--- config.mk ---
export PLATFORM = sky130hd
export DESIGN_NAME = multiboot_request_scheduler
export DESIGN_NICKNAME = d
export VERILOG_FILES = /design/src/rtl/multiboot_request_scheduler.sv
export SDC_FILE = /design/constraint.sdc
export NUM_CORES = 1
export LEC_CHECK = 0
export ABC_AREA = 1
export ABC_CLOCK_PERIOD_IN_PS = 4800
export BUFFER_PORTS_ARGS = -buffer_cell sky130_fd_sc_hd__buf_2
export CORE_ASPECT_RATIO = 0.6
export CORE_MARGIN = 8
export CORE_UTILIZATION = 35
export CTS_CLUSTER_SIZE = 24
export DETAILED_ROUTE_END_ITERATION = 16
export PLACE_DENSITY_LB_ADDON = 0.05
export SETUP_SLACK_MARGIN = 0.15
export SLEW_MARGIN = 20
export SYNTH_ARGS = -nofsm -noshare
export SYNTH_HDL_FRONTEND = slang
export SYNTH_SLANG_ARGS = --single-unit
export TNS_END_PERCENT = 50
--- constraint.sdc ---
create_clock -name clk_icap -period 4.8 [get_ports clk_icap]
set_input_delay 1.44 -clock clk_icap [delete_from_list [all_inputs] [get_ports clk_icap]]
set_output_delay 1.44 -clock clk_icap [all_outputs]
set_load 0.005 [all_outputs]
--- src/rtl/multiboot_request_scheduler.sv ---
// multiboot_request_scheduler
//   Takes reboot requests from several sources and arbitrates them by fixed
//   priority (index 0 highest). For each winner it computes the SPI flash
//   bitstream address, holds it stable for a settle window, then fires a
//   single-cycle ICAP reboot strobe. A lockout window follows each strobe.
// Ports:
//   clk_icap       : clock
//   reset_i        : asynchronous active-high reset
//   req_i          : per-source request level (rising edge = request)
//   req_core_x_i   : per-source select, 1 = core slot, 0 = default bitstream
//   req_core_id_i  : per-source 5-bit core id, source i at [5i+4:5i]
//   ack_o          : one-cycle grant pulse to the winner
//   grant_idx_o    : index of the last granted source
//   busy_o         : high whenever not idle
//   spi_addr_o     : flash address for the ICAP sequencer
//   mbt_reboot_o   : one-cycle reboot strobe
module multiboot_request_scheduler #(
  parameter int          NREQ         = 3,
  parameter logic [11:0] DEFAULT_PAGE = 12'h0B0,
  parameter logic [11:0] CORE_STRIDE  = 12'h0C4,
  parameter logic [11:0] CORE_OFFSET  = 12'h014,
  parameter int          MAX_CORE     = 20,
  parameter int          HOLD_CYCLES  = 16,
  parameter int          SEQ_CYCLES   = 32,
  localparam int         GW           = (NREQ > 1) ? $clog2(NREQ) : 1
) (
  input  logic              clk_icap,
  input  logic              reset_i,
  input  logic [NREQ-1:0]   req_i,
  input  logic [NREQ-1:0]   req_core_x_i,
  input  logic [5*NREQ-1:0] req_core_id_i,
  output logic [NREQ-1:0]   ack_o,
  output logic [GW-1:0]     grant_idx_o,
  output logic              busy_o,
  output logic [23:0]       spi_addr_o,
  output logic              mbt_reboot_o
);

  localparam int CMAX = (HOLD_CYCLES > SEQ_CYCLES) ? HOLD_CYCLES : SEQ_CYCLES;
  localparam int CW   = $clog2(CMAX + 1);

  typedef enum logic [1:0] {S_IDLE, S_SETTLE, S_FIRE, S_WAIT} state_t;

  state_t            r_state;
  logic [NREQ-1:0]   r_req_prev;
  logic [NREQ-1:0]   r_pend;
  logic [CW-1:0]     r_cnt;
  logic [NREQ-1:0]   r_ack;
  logic [GW-1:0]     r_gidx;
  logic              r_busy;
  logic [23:0]       r_addr;
  logic              r_reboot;

  logic [NREQ-1:0]   w_rise;
  logic [NREQ-1:0]   w_clr;
  logic              w_any;
  logic [GW-1:0]     w_g;
  logic [4:0]        w_id;
  logic              w_cx;
  logic [11:0]       w_page;

  assign w_rise = req_i & ~r_req_prev;
  assign w_any  = |r_pend;

  // Lowest set pending index wins; scanning downward leaves the lowest last.
  always_comb begin
    w_g = '0;
    for (int i = NREQ - 1; i >= 0; i--)
      if (r_pend[i]) w_g = GW'(i);
  end

  assign w_id = req_core_id_i[w_g*5 +: 5];
  assign w_cx = req_core_x_i[w_g];

  // Page math wraps in 12 bits on purpose: slot pages are mod 4096.
  always_comb begin
    w_page = DEFAULT_PAGE;
    if (w_cx && (w_id != 5'd0) && (int'(w_id) <= MAX_CORE))
      w_page = (CORE_STRIDE * {7'd0, w_id}) - CORE_OFFSET;
  end

  always_comb begin
    w_clr = '0;
    if (r_state == S_IDLE && w_any) w_clr[w_g] = 1'b1;
  end

  always_ff @(posedge clk_icap or posedge reset_i) begin
    if (reset_i) begin
      r_state    <= S_IDLE;
      r_req_prev <= '0;
      r_pend     <= '0;
      r_cnt      <= '0;
      r_ack      <= '0;
      r_gidx     <= '0;
      r_busy     <= 1'b0;
      r_addr     <= {DEFAULT_PAGE, 12'h000};
      r_reboot   <= 1'b0;
    end else begin
      r_req_prev <= req_i;
      // A new edge on the source being granted this cycle survives the clear.
      r_pend     <= (r_pend & ~w_clr) | w_rise;
      r_ack      <= '0;
      case (r_state)
        S_IDLE: begin
          if (w_any) begin
            r_addr       <= {w_page, 12'h000};
            r_ack[w_g]   <= 1'b1;
            r_gidx       <= w_g;
            r_cnt        <= CW'(HOLD_CYCLES - 1);
            r_busy       <= 1'b1;
            r_state      <= S_SETTLE;
          end
        end
        S_SETTLE: begin
          if (r_cnt != '0) r_cnt <= r_cnt - 1'b1;
          else begin
            r_reboot <= 1'b1;
            r_state  <= S_FIRE;
          end
        end
        S_FIRE: begin
          r_reboot <= 1'b0;
          r_cnt    <= CW'(SEQ_CYCLES - 1);
          r_state  <= S_WAIT;
        end
        S_WAIT: begin
          if (r_cnt != '0) r_cnt <= r_cnt - 1'b1;
          else begin
            r_busy  <= 1'b0;
            r_state <= S_IDLE;
          end
        end
        default: r_state <= S_IDLE;
      endcase
    end
  end

  assign ack_o        = r_ack;
  assign grant_idx_o  = r_gidx;
  assign busy_o       = r_busy;
  assign spi_addr_o   = r_addr;
  assign mbt_reboot_o = r_reboot;

endmodule

==> results of run 1 <==
[per-stage QoR]
step / power, W / setup WS, ns / area, um^2
floorplan: 0.0003639 / 1.264 / 2243
CTS: 0.0007128 / 1.130 / 2555
global route: 0.0007472 / 0.8063 / 2555
finish: 0.0007023 / 1.087 / 2555
detailed placement: 0.0003924 / 0.8174 / 2419
global placement: 0.0003929 / 0.8724 / 2419
[sequential cells by signal, indices dropped and copies added (netlist names)]
register	flops
r_state	2
busy_o	1
spi_addr_o	10
ack_o	3
mbt_reboot_o	1
r_req_prev	3
r_pend	3
grant_idx_o	2
r_cnt	6
[worst max-delay path by stage]
stage	cells after the start	end	start	slack (ns)
after floorplan	11	spi_addr_o[23]	req_core_id_i[11]	1.26
after global placement	12	spi_addr_o[23]	req_core_id_i[11]	0.87
after detailed placement	12	spi_addr_o[23]	req_core_id_i[11]	0.82
after CTS	12	spi_addr_o[23]	req_core_id_i[11]	1.13
after global routing	11	spi_addr_o[21]	req_core_id_i[11]	0.81
final	11	spi_addr_o[21]	req_core_id_i[11]	1.09
[logic make-up after synthesis]
kind of cell / after synthesis / synth area share (%)
simple gates: 118 / 24.97
buf+inv: 64 / 14.42
compound gates: 39 / 9.636
flops: 31 / 35.52
fa+ha+maj: 22 / 12.88
xor+xnor: 6 / 2.395
other cells: 1 / 0.1709
[cell usage in the layout (no fill, tap or decap), types with 2 or more instances in the layout]
cell type and n:
a21oi_1 10, clkbuf_8 5, buf_2 39, xor2_1 3
inv_1 42, xnor2_1 3, inv_2 3, conb_1 14
bufinv_16 2, o22ai_1 2, dfstp_2 3, nor2_4 2
nor2_1 20, nand3_1 22, nand3_2 2, o21ai_1 2
nand3b_1 2, nand2_2 6, ha_1 21, nand2_4 2
dfrtp_1 28, nor3_1 2, o21ai_0 20, nand2_1 56
[where the power goes]
part,switching [W],internal (W),leakage (nW)
Combinational,0.0000651,0.0000455,0.951
Sequential,0.00000517,0.000272,0.382
Clock,0.000108,0.000207,0.0644
Total,0.000178,0.000524,1.40
[layout make-up]
cell class / count / area, um^2
fillers: 654 / 3528
multi-input cells: 199 / 1147
inverters: 47 / 183.9
well taps: 84 / 105.1
clock buffers: 5 / 68.82
repair buffers: 40 / 202.7
flip-flops and latches: 31 / 779.5
clock inverters: 3 / 67.56
[metal layers]
metal  vias to the layer above  global-route usage [%]
li1                        944                       -
met1                       804                   18.65
met2                        50                   16.37
met3                         3                   4.046
met4                         0                   2.287
met5                         -                       0
[worst max-delay path, cell delays in order]
cell,delay (ns)
buf_2,0.10
o21ai_0,0.47
inv_1,0.15
ha_1,0.35
ha_1,0.23
fa_1,0.49
nor2_1,0.20
nand4_1,0.12
o21ai_0,0.19
nand3_1,0.13
nand2_1,0.07
==> results.md, run 1 <==
- P&R area growth vs syn: 16.42%
- Top post-synthesis cells by area: dfrtp_1 (32%), ha_1 (12%), nand2_1 (9.6%)
- Status: complete, no violations
- Post-layout util: 42.00%
- Number of diodes: 0
- Most frequent cell after synthesis: nand2_1
- HP Class: flip-flop to flip-flop
- Worst vdd ir: 109.7 uV
- Via count: 1801
- WHS Endpoint: r_pend[1]
- Core Region: 6083 um^2
- Hold Startpoint: r_req_prev[1]
- R2R setup slack: 1.48 ns
- Placer Congestion: 0.8264
- Largest net degree at the start of global routing: 32
- Sequential area share after synthesis: 35.52%
- Worst setup SP type: input pin
- Pleak: 1.397 nW
- Final-report max-slew violation count: 0
- Slew margin rel.: 50.77%
- Drt total wl: 5.318 mm
- Count of cell types in the netlist: 36
- First-pass GRT wire length: 9.370 mm
- Vias in the first global route: 1904
- Post-synth top flop: dfrtp_1
- Syn Area/Cell: 7.810 um^2
- CTS Sinks: 31
- H-tree depth: 2
- Num CTS Buffers: 5
- Finished Layout Cells: 409
- Ratio of cells with drive above 1 in the final layout: 21.54%
- Yosys top cell by area: dfrtp_1
- Final period util: 77.36%
- Fin crit period: 3.713 ns
- Routed wl met3: 351 um
- DP Wirelength: 4.276 mm
- Clock Tree Root: clkbuf_8
- Top Ports: 54
- Post-synth EDFFs: 0
- WP data arrival: 3.95 ns
- Post-layout net count: 369
- Yosys Warn Count: 0
- Overall overflow remaining after global route: 0
- Post-CTS Resized: 0
- Maximum clock insertion buffer count: 2
- Post-placement cell count: 401
- Post-CTS Setup Inserts: 0
- Unrepaired setup endpoints after global routing: false
- Cts hold-fix bufs: 0
- Total track usage: 12.36%
- Setup TNS: 0 ns
- Worst-skew pair later-pin latency: 0.29 ns
- Crit-path max FO: 4
- DR WL/cell: 13.00 um
- Hold Slack: 0.4162 ns
- Die H: 77.34 um
- R2R Path End: spi_addr_o[21]
- Drt initial violations: 92
- Asr flop ratio synth: 100.0%
- Slew @ Worst Pin: 0.7385 ns
- Number of vias per cell: 4.403
- Pre-antenna DRT Iters: 4
- Synthesized flop and latch total: 31
- Initial antenna violation count: 0
- Kind of critical path: input pin to flip-flop
- TritonCTS clock tree: done
- Clk_skew: 0.006573 ns
- Pwr Density: 274.9 nW/um^2
- Worst Path Required: 5.03 ns
- Hold Fails Final Rpt: 0
- DIE WIDTH: 118.2 um
- Max Used Layer: met4
- Hold Path Depth: 1
- Max_cap viols: 0
- Row Count: 22
- Final setup viols: 0
- Die ar.: 9143 um^2
- Starting density of the core: 36.08%
- Reg2Reg Depth: 12
- Mapped Area: 2195 um^2
- Metal2 WL: 1.801 mm
- Post-route DRC: 0
- ANT nets after route: 0
- Fmax: 269.3 MHz
- Reg clk slew, reported paths: 0.07 ns
- Critical R2R Launch: r_pend[1]
- WL met1: 3.145 mm
- Crit end category: flip-flop
- Yosys top cell area share: 31.93%
- Mapped Cells: 281
- Port bufs: 39
- Synth top cells by count: nand2_1 (56), inv_1 (42), dfrtp_1 (28)
Power figures use the tool's default switching activity.
==> run 2: changes to the inputs <==
--- a/config.mk
+++ b/config.mk
@@ -5,8 +5,8 @@
 export SDC_FILE = /design/constraint.sdc
 export NUM_CORES = 1
 export LEC_CHECK = 0
-export ABC_AREA = 1
-export ABC_CLOCK_PERIOD_IN_PS = 4800
+export ABC_AREA = 0
+export ABC_CLOCK_PERIOD_IN_PS = 3050
 export BUFFER_PORTS_ARGS = -buffer_cell sky130_fd_sc_hd__buf_2
 export CORE_ASPECT_RATIO = 0.6
 export CORE_MARGIN = 8
==> constraint.sdc (replaced) <==
create_clock -name clk_icap -period 3.05 [get_ports clk_icap]
set_input_delay 0.915 -clock clk_icap [delete_from_list [all_inputs] [get_ports clk_icap]]
set_output_delay 0.915 -clock clk_icap [all_outputs]
set_load 0.005 [all_outputs]
==> run 2 against run 1 <==
Net effect:
- flip-flop and latch count stayed put
- count of clock-buffer cells in the layout is 1 higher
- clock skew is 0.0029 ns lower
- non-clock buffer count is 22 higher
- combinational power is 100% higher
- utilization is 4.4 points higher
- via count is 4.3% lower
- hold slack better by 0.0011 ns
- area after synthesis is 3.2% lower
- die area is 2.7% lower
- register-to-register slack worse by 1.4 ns
- largest power group is now sequential cells
- highest routed layer unchanged
==> results.md, run 2 <==
- R2R setup slack: 0.07 ns (-1.41 ns)
- Mapped Cells: 224 (-20%)
- Port bufs: 39 (unchanged)
- Hold Path Depth: 1 (unchanged)
- Fin crit period: 3.045 ns
- Hold Startpoint: r_req_prev[2]
- Clk_skew: 0.003678 ns (-0.002895 ns)
- WHS Endpoint: r_pend[2]
- R2R Path End: spi_addr_o[23]
- Yosys Warn Count: 0 (unchanged)
- Overall overflow remaining after global route: 0 (unchanged)
- Internal Power: 0.0008090 W (+54%)
- Yosys top cell by area: dfrtp_1
- Unrepaired setup endpoints after global routing: true
- Placed Area: 2582 um^2 (+6.8%)
- Register share of total power: 39.8% (+0.4 points)
- Pre-antenna DRT Iters: 4 (unchanged)
- Top Ports: 54 (unchanged)
- Pwr Density: 392.7 nW/um^2 (+43%)
- CP Cell Sequence: buf_6 > and2_4 > a222oi_1 > inv_1 > buf_6 > ha_4 > ha_4 > ha_4 > a31oi_2 > xnor2_1 > nand2_1 > nor3_2 > nor3b_2
- TritonCTS clock tree: done
- Hold Fails Final Rpt: 0 (unchanged)
- Post-route cell area: 2769 um^2 (+8.4%)
- Maximum clock insertion buffer count: 2 (unchanged)
- Num CTS Buffers: 5 (unchanged)
- Final-report max-slew violation count: 0 (unchanged)
- H-tree depth: 2 (unchanged)
- WP data arrival: 3.21 ns (-0.74 ns)
- Mapped Area: 2123 um^2 (-3.2%)
- Max_cap viols: 0 (unchanged)
- Cts hold-fix bufs: 0 (unchanged)
- Area of the multi-input gates: 1316 um^2 (+15%)
- DR WL/cell: 14.45 um (+11%)
- Pre-CTS WS: -0.3624 ns (-1.180 ns)
- Final period util: 99.83%
- Core Region: 5973 um^2 (-1.8%)
- ANT nets after route: 0 (unchanged)
- Asr flop ratio synth: 100.0% (unchanged)
- Worst vdd ir: 194.8 uV (+78%)
- Leading cell type in the layout, fill and taps excluded: buf_2
- Sequential area share after synthesis: 36.71% (+1.2 points)
- Worst-skew pair later-pin latency: 0.28 ns (about the same)
- Crit end category: flip-flop
- CP max-delay cell: a222oi_1
- Placer Congestion: 0.7710 (-6.7%)
- Initial antenna violation count: 0 (unchanged)
- First-pass GRT wire length: 8.659 mm (-7.6%)
- Slew margin rel.: 45.85% (-4.9 points)
- Post-synth EDFFs: 0 (unchanged)
- Starting density of the core: 35.55% (-0.53 points)
- Number of vias per cell: 4.622 (+5.0%)
- Register area: 780.7 um^2 (+0.16%)
- Most used cell along the critical path: ha_4
- Post-route DRC: 0 (unchanged)
- Yosys top cell area share: 33.00% (+1.1 points)
- Synthesized flop and latch total: 31 (unchanged)
- Fmax: 328.4 MHz
- P_sw: 0.0002783 W (+56%)
- Post-synth top flop: dfrtp_1
- Die H: 76.33 um (-1.3%)
- Crit-path max FO: 4 (unchanged)
- Synth top cells by count: dfrtp_1 (28), ha_1 (21), inv_1 (18)
- Final setup viols: 0 (unchanged)
- Vias in the first global route: 1733 (-9.0%)
- Power, Total: 0.001087 W (+55%)
- Most frequent cell after synthesis: dfrtp_1
- Reg clk slew, reported paths: 0.07 ns (about the same)
- Final worst slack: 0.005177 ns (-1.082 ns)
- P&R area growth vs syn: 30.41%
- Number of diodes: 0 (unchanged)
- Count of cell types in the netlist: 51 (+42%)
- DP Wirelength: 4.468 mm (+4.5%)
- Ratio of cells with drive above 1 in the final layout: 35.29% (+14 points)
- Drt initial violations: 96 (+4.3%)
- Final-layout fill cell count: 579 (-11%)
- Pleak: 1.360 nW (-2.7%)
- Via count: 1724 (-4.3%)
- DIE WIDTH: 116.6 um (-1.4%)
- Drt total wl: 5.391 mm (+1.4%)
- Critical R2R Launch: r_pend[0]
- Largest stage delay, worst path: 0.44 ns (-0.05 ns)
- Status: complete, no violations
- Post-layout net count: 333 (-9.8%)
- Max reg flops: 10 (unchanged)
- Worst setup SP type: input pin
- Row Count: 22 (unchanged)
- Switching share of power: 25.59% (+0.25 points)
- Worst Path Required: 3.21 ns (-1.82 ns)
- Largest net degree at the start of global routing: 15 (-53%)
- HP Class: flip-flop to flip-flop
- Clk pwr share: 39.4% (-5.4 points)
- CTS Sinks: 31 (unchanged)
- Total track usage: 12.52% (+0.16 points)
- Syn Area/Cell: 9.479 um^2 (+21%)
- Clock Tree Root: clkbuf_8
- Top post-synthesis cells by area: dfrtp_1 (33%), ha_1 (12%), buf_4 (5.3%)
- Most frequent cells in the layout: buf_2 (38), dfrtp_1 (27), buf_4 (22), inv_1 (17), nor2_1 (16)
- Reg2Reg Depth: 12 (unchanged)
- Gate power share: 20.8% (+5.0 points)
- Slew @ Worst Pin: 0.8074 ns (+0.06886 ns)
- Kind of critical path: input pin to flip-flop
- Die ar.: 8896 um^2 (-2.7%)
==> run 2: cell families after synthesis <==
family / after synthesis / share of synthesized area [%]
adders and majority gates: 22 / 13.32
other: 1 / 0.1766
AOI/OAI and AO/OA: 56 / 18.92
DFF: 31 / 36.71
muxes: 3 / 1.473
xor gates and xnor gates: 14 / 5.775
and+or+nand+nor: 60 / 14.32
buffers and inverters: 37 / 9.310
==> run 2: metal layers <==
layer  vias to the layer above  routed length [um]  track usage, %
met2                        58                1755           14.30
met5                         -                   0               0
met4                         0                  34           2.668
met1                       775                3218           20.79
li1                        886                   -               -
met3                         5                 383           3.877
==> run 2: how the worst max path moves through the flow <==
stage	startpoint	end	slack, ns	cells past startpoint
global placement	req_core_id_i[14]	spi_addr_o[23]	-0.28	11
CTS	req_core_id_i[14]	spi_addr_o[21]	-0.02	11
detailed placement	req_core_id_i[14]	spi_addr_o[23]	-0.36	11
global route	req_core_id_i[14]	spi_addr_o[23]	-0.15	11
finish	req_core_id_i[14]	spi_addr_o[23]	0.005	13
floorplan	req_core_id_i[14]	spi_addr_o[23]	-0.06	10
==> run 2: metrics by stage <==
stage / utilization (%) / TNS (ns) / hold slack [ns] / std cells
2_1_floorplan: - / -0.1190 / 0.3988 / 237
3_3_place_gp: 43.23 / -0.8216 / 0.4047 / 362
3_5_place_dp: 43.23 / -1.033 / 0.4105 / 362
4_1_cts: 46.10 / -0.04274 / 0.4206 / 372
5_1_grt: 46.36 / -0.3971 / 0.4454 / 373
6_report: 46.36 / 0 / 0.4172 / 373
==> run 2: power by group through the flow <==
| stage | Sequential [W] | Combinational [W] | Clock, W |
|---|---|---|---|
| after CTS | 0.000434 | 0.000221 | 0.000442 |
| after detailed placement | 0.000442 | 0.000209 | 0 |
| final | 0.000433 | 0.000226 | 0.000428 |
| after floorplan | 0.000442 | 0.000142 | 0 |
| after global placement | 0.000442 | 0.000209 | 0 |
| after global routing | 0.000435 | 0.000252 | 0.000452 |
==> run 2: critical path: cells and delay by family <==
family | cells | cell delay [ns]
AOI/OAI and AO/OA | 2 | 0.52
and+or+nand+nor | 4 | 0.42
xor gates and xnor gates | 1 | 0.20
buffers and inverters | 3 | 0.38
adders and majority gates | 3 | 0.76
==> run 2: final cells by class <==
type	instances	area share, %
well taps	84	3.796
flip-flops and latches	31	28.20
inverters	19	2.576
clock buffers	6	2.982
repair buffers	62	13.65
multi-input cells	169	47.54
clock inverters	2	1.265
==> run 2: repair_timing <==
item                       CTS  global route
setup buffers                2             1
setup endpoints to repair    3             4
resized for setup            7             3
pin swaps                   12            12
==> run 3: changes to the inputs <==
--- a/config.mk
+++ b/config.mk
@@ -11,9 +11,10 @@
 export CORE_ASPECT_RATIO = 0.6
 export CORE_MARGIN = 8
 export CORE_UTILIZATION = 35
+export CTS_BUF_LIST = sky130_fd_sc_hd__clkbuf_8 sky130_fd_sc_hd__clkbuf_16
 export CTS_CLUSTER_SIZE = 24
 export DETAILED_ROUTE_END_ITERATION = 16
-export PLACE_DENSITY_LB_ADDON = 0.05
+export PLACE_DENSITY_LB_ADDON = 0.3
 export SETUP_SLACK_MARGIN = 0.15
 export SLEW_MARGIN = 20
 export SYNTH_ARGS = -nofsm -noshare
==> run 3 against run 2 <==
Net effect:
- routed wire length rose by 2.6%
- clock power fell by 13%
- setup slack improved by 0.11 ns
- combinational power rose by 8%
- utilization rose by 0.40 points
- global-route usage rose by 0.63 points
- critical path depth fell by 2
- critical endpoint unchanged
- largest power group unchanged
==> results.md, run 3 (synthesized netlist as in run 2, its figures left out) <==
- Leading cell type in the layout, fill and taps excluded: buf_2
- Fin crit period: 2.930 ns (-0.1147 ns)
- Crit-path max FO: 4 (unchanged)
- Die H: 76.33 um (unchanged)
- Worst setup SP type: input pin
- P_sw: 0.0002905 W (+4.4%)
- Drt initial violations: 112 (+17%)
- Placed Area: 2590 um^2 (+0.29%)
- Fmax: 341.3 MHz (+3.9%)
- Num CTS Buffers: 5 (unchanged)
- Kind of critical path: input pin to flip-flop
- TritonCTS clock tree: done
- Number of vias per cell: 4.700 (+1.7%)
- Total track usage: 13.14% (+0.63 points)
- Unrepaired setup endpoints after global routing: true
- Internal Power: 0.0007595 W (-6.1%)
- Worst-skew pair later-pin latency: 0.29 ns (about the same)
- Vias in the first global route: 1817 (+4.8%)
- Pleak: 1.360 nW (about the same)
- Drt total wl: 5.531 mm (+2.6%)
- Overall overflow remaining after global route: 0 (unchanged)
- Core Region: 5973 um^2 (unchanged)
- Clk_skew: 0.009777 ns (+0.006099 ns)
- Slew margin rel.: 45.01% (-0.84 points)
- Post-layout net count: 333 (unchanged)
- Hold Fails Final Rpt: 0 (unchanged)
- Initial antenna violation count: 0 (unchanged)
- ANT nets after route: 0 (unchanged)
- Status: complete, no violations
- Post-route cell area: 2793 um^2 (+0.86%)
- DIE WIDTH: 116.6 um (unchanged)
- Final period util: 96.07% (-3.8 points)
- HP Class: flip-flop to flip-flop
- Maximum clock insertion buffer count: 2 (unchanged)
- Most frequent cells in the layout: buf_2 (38), dfrtp_1 (27), buf_4 (23), inv_1 (16), nor2_1 (16)
- Top Ports: 54 (unchanged)
- Clk pwr share: 35.5% (-3.9 points)
- DR WL/cell: 14.83 um (+2.6%)
- Starting density of the core: 35.55% (unchanged)
- First-pass GRT wire length: 9.239 mm (+6.7%)
- Placer Congestion: 0.8174 (+6.0%)
- Number of diodes: 0 (unchanged)
- WP data arrival: 3.11 ns (-0.10 ns)
- Register share of total power: 41.3% (+1.5 points)
- Worst vdd ir: 198.9 uV (+2.1%)
- Max_cap viols: 0 (unchanged)
- Gate power share: 23.2% (+2.4 points)
- Pwr Density: 376.0 nW/um^2 (-4.3%)
- Die ar.: 8896 um^2 (unchanged)
- Crit end category: flip-flop
- Row Count: 22 (unchanged)
- Via count: 1753 (+1.7%)
- Slew @ Worst Pin: 0.8200 ns (+0.01259 ns)
- Largest net degree at the start of global routing: 17 (+2)
- Post-route DRC: 0 (unchanged)
- Clock Tree Root: clkbuf_8
- Pre-antenna DRT Iters: 4 (unchanged)
- Max reg flops: 10 (unchanged)
- Final-report max-slew violation count: 0 (unchanged)
- DP Wirelength: 4.467 mm (about the same)
- Hold Slack: 0.4230 ns (+0.005708 ns)
- Switching share of power: 27.67% (+2.1 points)
- Final setup viols: 0 (unchanged)
- Ratio of cells with drive above 1 in the final layout: 35.99% (+0.69 points)
- CTS Sinks: 31 (unchanged)
- P&R area growth vs syn: 31.53%
- H-tree depth: 2 (unchanged)
- Port bufs: 39 (unchanged)
- Reg clk slew, reported paths: 0.08 ns (about the same)
- Worst Path Required: 3.23 ns (+0.02 ns)
-- run 3: cell count changes in the layout (fill, tap and decap cells not counted), sizes merged --
cell      before  now
bufinv         1    0
clkbuf         6    7
clkinv         1    0
clkinvlp       0    1
-- run 3: final cells by class --
cell class	instances	area, um^2
Tap cell	84	105.1
Clock inverter	1	7.507
Clock buffer	7	96.34
Fill cell	589	3181
Sequential cell	31	780.7
Timing Repair Buffer	62	374.1
Inverter	19	73.82
Multi-Input combinational cell	169	1355
-- run 3: power groups by stage --
stage               logic, W  registers [W]  clock network, W
finish              0.000243       0.000434          0.000373
global route        0.000270       0.000436          0.000402
CTS                 0.000233       0.000434          0.000381
detailed placement  0.000213       0.000442                 0
global placement    0.000210       0.000441                 0
floorplan           0.000142       0.000442                 0
-- run 3: metal layers --
layer,routed length [um],up-vias,part of all wire [%],GRT usage (%)
li1,-,885,-,-
met1,3056,800,55,19.79
met2,1958,62,35,17.35
met3,466,6,8.4,4.351
met4,49,0,0.89,2.668
met5,0,-,0,0
-- run 3: final timing paths --
kind	startpoint	to	slack (ns)	depth (start not counted)
setup / recovery	req_core_id_i[12]	spi_addr_o[23]	0.12	11
hold / removal	r_req_prev[0]	r_pend[0]	0.42	1
max in group asynchronous	reset_i	r_pend[1]	1.68	3
min in group asynchronous	reset_i	spi_addr_o[14]	0.69	2
hold reg to reg	r_req_prev[0]	r_pend[0]	0.42	1
setup reg to reg	r_pend[2]	spi_addr_o[23]	0.25	12
-- run 3: worst max-delay path: stages --
cell	delay, ns
buf_2	0.10
or4b_4	0.49
o221ai_4	0.08
inv_2	0.09
ha_4	0.27
fa_2	0.45
a31oi_4	0.23
xnor2_2	0.14
nand2_1	0.09
nor3_2	0.19
nor3b_2	0.06
-- run 3: per-stage QoR --
stage / std cells / setup TNS (ns) / utilization, % / setup WS [ns] / total power, W
2_1_floorplan: 237 / -0.1190 / - / -0.06458 / 0.0005841
3_3_place_gp: 363 / -0.4606 / 43.36 / -0.1797 / 0.0006510
3_5_place_dp: 363 / -0.6575 / 43.36 / -0.2604 / 0.0006546
4_1_cts: 373 / 0 / 46.42 / 0.07942 / 0.001048
5_1_grt: 373 / -0.04031 / 46.75 / -0.02393 / 0.001107
6_report: 373 / 0 / 46.75 / 0.1199 / 0.001050
-- run 3: timing repair --
| item | in CTS | in global routing |
|---|---|---|
| gates resized for setup | 9 | 5 |
| hold buffers | 0 | 0 |
| pin swaps | 11 | 7 |
| setup buffers | 2 | 0 |
| setup endpoints to repair | 3 | 3 |
